==> config.mk <==
export PLATFORM = sky130hd
export DESIGN_NAME = stream_lane_merger
export DESIGN_NICKNAME = d
export VERILOG_FILES = /design/src/rtl/stream_merge_pkg.sv /design/src/rtl/lane_fifo.sv /design/src/rtl/stream_lane_merger.sv
export SDC_FILE = /design/constraint.sdc
export NUM_CORES = 1
export LEC_CHECK = 0
export CORE_MARGIN = 2
export CORE_UTILIZATION = 35
export CTS_CLUSTER_DIAMETER = 100
export DETAILED_ROUTE_END_ITERATION = 6
export GPL_TIMING_DRIVEN = 0
export PLACE_DENSITY = 0.55
export SLEW_MARGIN = 20
export SYNTH_ARGS = -nofsm -noshare
export SYNTH_HDL_FRONTEND = slang
export SYNTH_HIERARCHICAL = 1
export SYNTH_SLANG_ARGS = --single-unit
export TNS_END_PERCENT = 50
==> constraint.sdc <==
create_clock -name clk -period 7.95 [get_ports clk]
set_input_delay 0.795 -clock clk [delete_from_list [all_inputs] [get_ports clk]]
set_output_delay 0.795 -clock clk [all_outputs]
set_load 0.01 [all_outputs]
==> src/rtl/stream_merge_pkg.sv <==
// Shared lane/word types and the lane-pairing helper for the stream merger.
package stream_merge_pkg;

  localparam int LANE_W = 32;
  localparam int WORD_W = 64;

  typedef logic [LANE_W-1:0] lane_t;
  typedef logic [WORD_W-1:0] word_t;

  // Lane 0 forms the lower half of the merged word, lane 1 the upper half.
  function automatic word_t merge(input lane_t lo, input lane_t hi);
    return {hi, lo};
  endfunction

endpackage

==> src/rtl/lane_fifo.sv <==
// Single-lane synchronous FIFO with registered full/empty flags and
// occupancy; the head entry is visible without a read cycle so a pop can
// happen the cycle after the first write.
module lane_fifo
  import stream_merge_pkg::*;
#(
  parameter int DEPTH = 16
) (
  input  logic                   clk,
  input  logic                   rst,
  input  lane_t                  i_wr_data,
  input  logic                   i_wr_valid,
  output logic                   o_wr_ready,
  input  logic                   i_rd_en,
  output lane_t                  o_head,
  output logic                   o_empty,
  output logic                   o_full,
  output logic [$clog2(DEPTH):0] o_count
);

  localparam int AW = $clog2(DEPTH);
  localparam logic [AW:0] FULL_CNT = (AW + 1)'(DEPTH);

  lane_t         r_mem [DEPTH];
  logic [AW-1:0] r_wr_ptr;
  logic [AW-1:0] r_rd_ptr;
  logic [AW:0]   r_count;
  logic [AW:0]   w_count_next;
  logic          r_full;
  logic          r_empty;
  logic          w_wr_en;
  logic          w_rd_en;

  // Ready comes only from the registered full flag and is held low in reset.
  assign o_wr_ready = !r_full && !rst;
  assign w_wr_en    = i_wr_valid && !r_full && !rst;
  assign w_rd_en    = i_rd_en && !r_empty;

  assign o_head  = r_mem[r_rd_ptr];
  assign o_empty = r_empty;
  assign o_full  = r_full;
  assign o_count = r_count;

  // Occupancy update; simultaneous push and pop leave it unchanged.
  always_comb begin
    w_count_next = r_count;
    case ({w_wr_en, w_rd_en})
      2'b10:   w_count_next = r_count + 1'b1;
      2'b01:   w_count_next = r_count - 1'b1;
      default: w_count_next = r_count;
    endcase
  end

  // Storage array; no reset so it maps onto plain RAM.
  always_ff @(posedge clk) begin
    if (w_wr_en) begin
      r_mem[r_wr_ptr] <= i_wr_data;
    end
  end

  // Pointers, occupancy and flags; reset discards any buffered content.
  always_ff @(posedge clk) begin
    if (rst) begin
      r_wr_ptr <= '0;
      r_rd_ptr <= '0;
      r_count  <= '0;
      r_full   <= 1'b0;
      r_empty  <= 1'b1;
    end else begin
      if (w_wr_en) r_wr_ptr <= r_wr_ptr + 1'b1;
      if (w_rd_en) r_rd_ptr <= r_rd_ptr + 1'b1;
      r_count <= w_count_next;
      r_full  <= (w_count_next == FULL_CNT);
      r_empty <= (w_count_next == '0);
    end
  end

endmodule

==> src/rtl/stream_lane_merger.sv <==
// Re-pairs two 32-bit lane streams into 64-bit AXI-Stream words, marks the
// last word of each frame, counts frames and flags lane divergence.
module stream_lane_merger
  import stream_merge_pkg::*;
#(
  parameter int TOTAL_SAMPLES = 3276,
  parameter int FIFO_DEPTH    = 16
) (
  input  logic          clk,
  input  logic          rst,
  input  logic [31:0]   s0_tdata,
  input  logic          s0_tvalid,
  output logic          s0_tready,
  input  logic [31:0]   s1_tdata,
  input  logic          s1_tvalid,
  output logic          s1_tready,
  output logic [63:0]   m_tdata,
  output logic          m_tvalid,
  input  logic          m_tready,
  output logic          m_tlast,
  output logic          frame_done,
  output logic [15:0]   frame_count,
  output logic          skew_err
);

  localparam int CW = $clog2(TOTAL_SAMPLES);
  localparam int NW = $clog2(FIFO_DEPTH) + 1;
  localparam logic [CW-1:0] LAST_IDX = CW'(TOTAL_SAMPLES - 1);

  lane_t           w_lane_data  [2];
  lane_t           w_head       [2];
  logic [NW-1:0]   w_count      [2];
  logic [1:0]      w_lane_valid;
  logic [1:0]      w_lane_ready;
  logic [1:0]      w_empty;
  logic [1:0]      w_full;

  word_t           r_m_tdata;
  logic            r_m_tvalid;
  logic            r_m_tlast;
  logic [CW-1:0]   r_word_cnt;
  logic [CW-1:0]   w_cnt_inc;
  logic [CW-1:0]   w_load_idx;
  logic            r_frame_done;
  logic [15:0]     r_frame_count;
  logic            r_skew_err;
  logic            w_pop;
  logic            w_hs;
  logic            w_skew;

  assign w_lane_data[0]  = s0_tdata;
  assign w_lane_data[1]  = s1_tdata;
  assign w_lane_valid    = {s1_tvalid, s0_tvalid};
  assign s0_tready       = w_lane_ready[0];
  assign s1_tready       = w_lane_ready[1];

  generate
    for (genvar gi = 0; gi < 2; gi++) begin : g_lane
      lane_fifo #(.DEPTH(FIFO_DEPTH)) u_fifo (
        .clk        (clk),
        .rst        (rst),
        .i_wr_data  (w_lane_data[gi]),
        .i_wr_valid (w_lane_valid[gi]),
        .o_wr_ready (w_lane_ready[gi]),
        .i_rd_en    (w_pop),
        .o_head     (w_head[gi]),
        .o_empty    (w_empty[gi]),
        .o_full     (w_full[gi]),
        .o_count    (w_count[gi])
      );
    end
  endgenerate

  // Both lanes pop together, so pairing is exact regardless of skew.
  assign w_pop = !w_empty[0] && !w_empty[1] && (!r_m_tvalid || m_tready);
  assign w_hs  = r_m_tvalid && m_tready;

  // Index of a word being loaded: if the register still holds a word, that
  // word is leaving on this edge, so the new one is the next index.
  assign w_cnt_inc  = (r_word_cnt == LAST_IDX) ? '0 : r_word_cnt + 1'b1;
  assign w_load_idx = r_m_tvalid ? w_cnt_inc : r_word_cnt;

  // One lane completely full while the other is empty means divergence.
  assign w_skew = (w_full[0] && (w_count[1] == '0)) ||
                  (w_full[1] && (w_count[0] == '0));

  assign m_tdata     = r_m_tdata;
  assign m_tvalid    = r_m_tvalid;
  assign m_tlast     = r_m_tlast;
  assign frame_done  = r_frame_done;
  assign frame_count = r_frame_count;
  assign skew_err    = r_skew_err;

  // Output register: loads on a pop, holds while stalled, empties on handshake.
  always_ff @(posedge clk) begin
    if (rst) begin
      r_m_tdata  <= '0;
      r_m_tvalid <= 1'b0;
      r_m_tlast  <= 1'b0;
    end else if (w_pop) begin
      r_m_tdata  <= merge(w_head[0], w_head[1]);
      r_m_tvalid <= 1'b1;
      r_m_tlast  <= (w_load_idx == LAST_IDX);
    end else if (w_hs) begin
      r_m_tvalid <= 1'b0;
      r_m_tlast  <= 1'b0;
    end
  end

  // Word index within the frame, advanced by output handshakes.
  always_ff @(posedge clk) begin
    if (rst) begin
      r_word_cnt <= '0;
    end else if (w_hs) begin
      r_word_cnt <= w_cnt_inc;
    end
  end

  // Frame completion pulse and wrapping frame counter.
  always_ff @(posedge clk) begin
    if (rst) begin
      r_frame_done  <= 1'b0;
      r_frame_count <= '0;
    end else begin
      r_frame_done <= w_hs && r_m_tlast;
      if (w_hs && r_m_tlast) r_frame_count <= r_frame_count + 1'b1;
    end
  end

  // Sticky skew fault flag.
  always_ff @(posedge clk) begin
    if (rst) begin
      r_skew_err <= 1'b0;
    end else if (w_skew) begin
      r_skew_err <= 1'b1;
    end
  end

endmodule

==> impl_metrics.json <==
{
  "coreArea_um2": 127000,
  "clock_path_buffers": 3,
  "ctsHtreeMaxLevel": 3,
  "design_area_um2": 54200,
  "met2RoutedLength_um": 56400,
  "layout_commonest_cell": "edfxtp_1",
  "status": "complete, no violations",
  "antenna_left": 0,
  "yosys.area_share.simple": 0.0381,
  "cp.required_ns": 7.15,
  "dp.cells": 4071,
  "path_class": "input port to primary output",
  "finalHoldViolations": 0,
  "final_util": 0.426,
  "root_buffer": "clkbuf_16",
  "drc": 0,
  "yosys_warnings": 6,
  "worst_pin_slew_ns": 1.04,
  "synth_largest_area_cell": "edfxtp_1",
  "highest_layer": "met5",
  "synth.avg_cell_area_um2": 20.7,
  "numCtsBuffers": 118,
  "worstPathMaxFanout": 10,
  "powerDensity_nw_per_um2": 233,
  "relSlewSlack": 0.309,
  "leakage_nw": 16.7,
  "p_total_mw": 12.7,
  "antenna_found_initial": 11,
  "grt_pass1_vias": 23500,
  "cts_tree": "built",
  "syn_area_um2": 44700,
  "cap_violations": 0,
  "ys_seq_area_frac": 0.748,
  "synth-compound-area-share": 0.0164,
  "port_buffers": 154,
  "io-pin-count": 155,
  "synth_xor_area_frac": 0.00804,
  "post-dp-hpwl_um": 73700,
  "synthTopCellsByArea": "edfxtp_1 (69%), mux4_2 (12%), dfxtp_1 (6.0%), mux4_1 (4.4%), nand2_1 (1.4%)",
  "track_usage": 0.170,
  "gp_congestion": 0.791,
  "clk_latency_ns": 0.74,
  "wl_per_cell_um": 25.9,
  "drt-met1-wl_um": 46500,
  "ys_types": 58,
  "finalCriticalPeriod_ns": 3.92,
  "layout.nets": 2614,
  "rsz0062_at_grt": "no",
  "finalNonFillerCells": 4297,
  "muxShareOfSynthArea": 0.168,
  "area_growth_pct": 21.3,
  "synth_fa_ha_area_frac": 0.00448,
  "crit_path_end_kind": "primary output",
  "first_pass_iters": 5,
  "drv_slew": 0,
  "synth_top_family_by_area": "multiplexers",
  "tns_ns": 0,
  "grt_pass1_wl_um": 161000,
  "fin_worst_skew_ns": 0.0549,
  "avgViaCountPerCell": 5.23,
  "layout_common_cells": "edfxtp_1 (1,024), mux4_2 (246), nand2_1 (172)",
  "synth_seq_cells": 1158,
  "postCtsSetupRepairBufs": 0,
  "rows": 131,
  "die_h_um": 361,
  "startpoint_type": "input port",
  "synthCells": 2162,
  "wl_met3_um": 6500,
  "drt_iter0_markers": 2092,
  "hp-class": "flop to flop",
  "synth_top_area_frac": 0.688,
  "vdd_drop_max_mv": 0.194,
  "holdBufCountCts": 0,
  "routed_wl_um": 111000,
  "placed_cell_area_um2": 50200,
  "grt_max_degree": 17,
  "num_vias": 22500,
  "fmax_mhz": 255,
  "fillers": 11000,
  "setup_viol": 0,
  "initial_core_util": 0.351,
  "grt_overflow": 0,
  "die_x_um": 361,
  "critPathArrivalTime_ns": 3.13,
  "post_cts_resized": 0,
  "drive_gt1_frac": 0.233,
  "clk_pin_slew_ns": 0.06,
  "die_area_um2": 131000,
  "r2r_slack_ns": 4.28,
  "ff_latch_area_um2": 33400,
  "multi_input_area_um2": 10700,
  "syn-num-nets": 2247,
  "cts.sinks": 1158,
  "period_share": 0.494
}
-- cells in the mapped netlist (all sizes together) --
library cell and n:
nor4bb 1, ha 16, nand2 172, o21ai 13
and4b 1, a22oi 2, buf 58, dfxtp 134
nand4bb 1, nor2 82, nand4b 3, o211ai 6
a31oi 5, nor2b 2, or4 2, nand4 17
clkbuf 58, and4 1, or3 8, nand3 9
mux4 320, nor3b 4, a221o 2, and3 1
a32oi 1, and2 3, a21oi 90, or3b 4
nor4 11, o211a 2, xor2 21, mux2i 3
edfxtp 1024, nor3 22, xnor2 20, nand3b 6
nand2b 9, or2 2, inv 16, o31ai 5
a21o 5
-- sequential cells by signal, indices dropped and copies added, names as in the netlist, named ones only --
signal                  count
g_lane.u_fifo/r_mem      1024
m_tdata                    64
frame_count                16
r_word_cnt                 12
g_lane.u_fifo/o_count      10
g_lane.u_fifo/r_rd_ptr      8
g_lane.u_fifo/r_wr_ptr      8
g_lane.u_fifo/o_empty       2
g_lane.u_fifo/o_full        2
frame_done                  1
m_tlast                     1
m_tvalid                    1
skew_err                    1
-- layer usage --
metal	vias to the layer above	track usage
li1	9638	-
met1	12000	0.223
met2	665	0.293
met3	154	0.0312
met4	12	0.0405
met5	-	0
-- power by group --
part           total, mW  switching [mW]  internal [mW]
clock network       5.62            2.32           3.30
registers           6.68          0.0188           6.66
logic              0.347           0.210          0.137
-- cell type report --
| class | count | area share |
|---|---|---|
| diodes | 2 | 0.0000924 |
| plain buffers | 116 | 0.0126 |
| clock buffers | 175 | 0.0639 |
| clock inverters | 49 | 0.00995 |
| inverters | 16 | 0.00111 |
| multi-input cells | 872 | 0.198 |
| flip-flops and latches | 1158 | 0.617 |
| well taps | 1662 | 0.0384 |
| repair buffers | 247 | 0.0590 |
-- metrics by stage --
step,hold slack [ns],setup slack (ns)
after floorplan,0.472,3.78
after CTS,0.458,4.03
after detailed placement,0.445,3.36
final,0.456,4.03
after global placement,0.447,-0.239
after global routing,0.474,3.82
-- kinds of logic after synthesis --
family | after synthesis
and+or+nand+nor | 361
buffers and inverters | 132
AOI/OAI and AO/OA | 131
adders and majority gates | 16
xor gates and xnor gates | 41
muxes | 323
DFF | 1158
-- final timing paths --
kind / from / endpoint / cells past startpoint
setup / recovery: rst / s0_tready / 5
hold / removal: m_tdata[17] / m_tdata[17] / 2
setup reg to reg: m_tvalid / g_lane[1].u_fifo/o_empty / 14
hold reg to reg: m_tdata[17] / m_tdata[17] / 2
-- critical path: stages --
cell and delay [ns]:
clkdlybuf4s50_1 0.61, clkbuf_1 0.49, clkbuf_1 0.48, nor2_1 0.21, clkdlybuf4s50_1 0.52
Note: power is estimated with default switching activity, not from simulation.
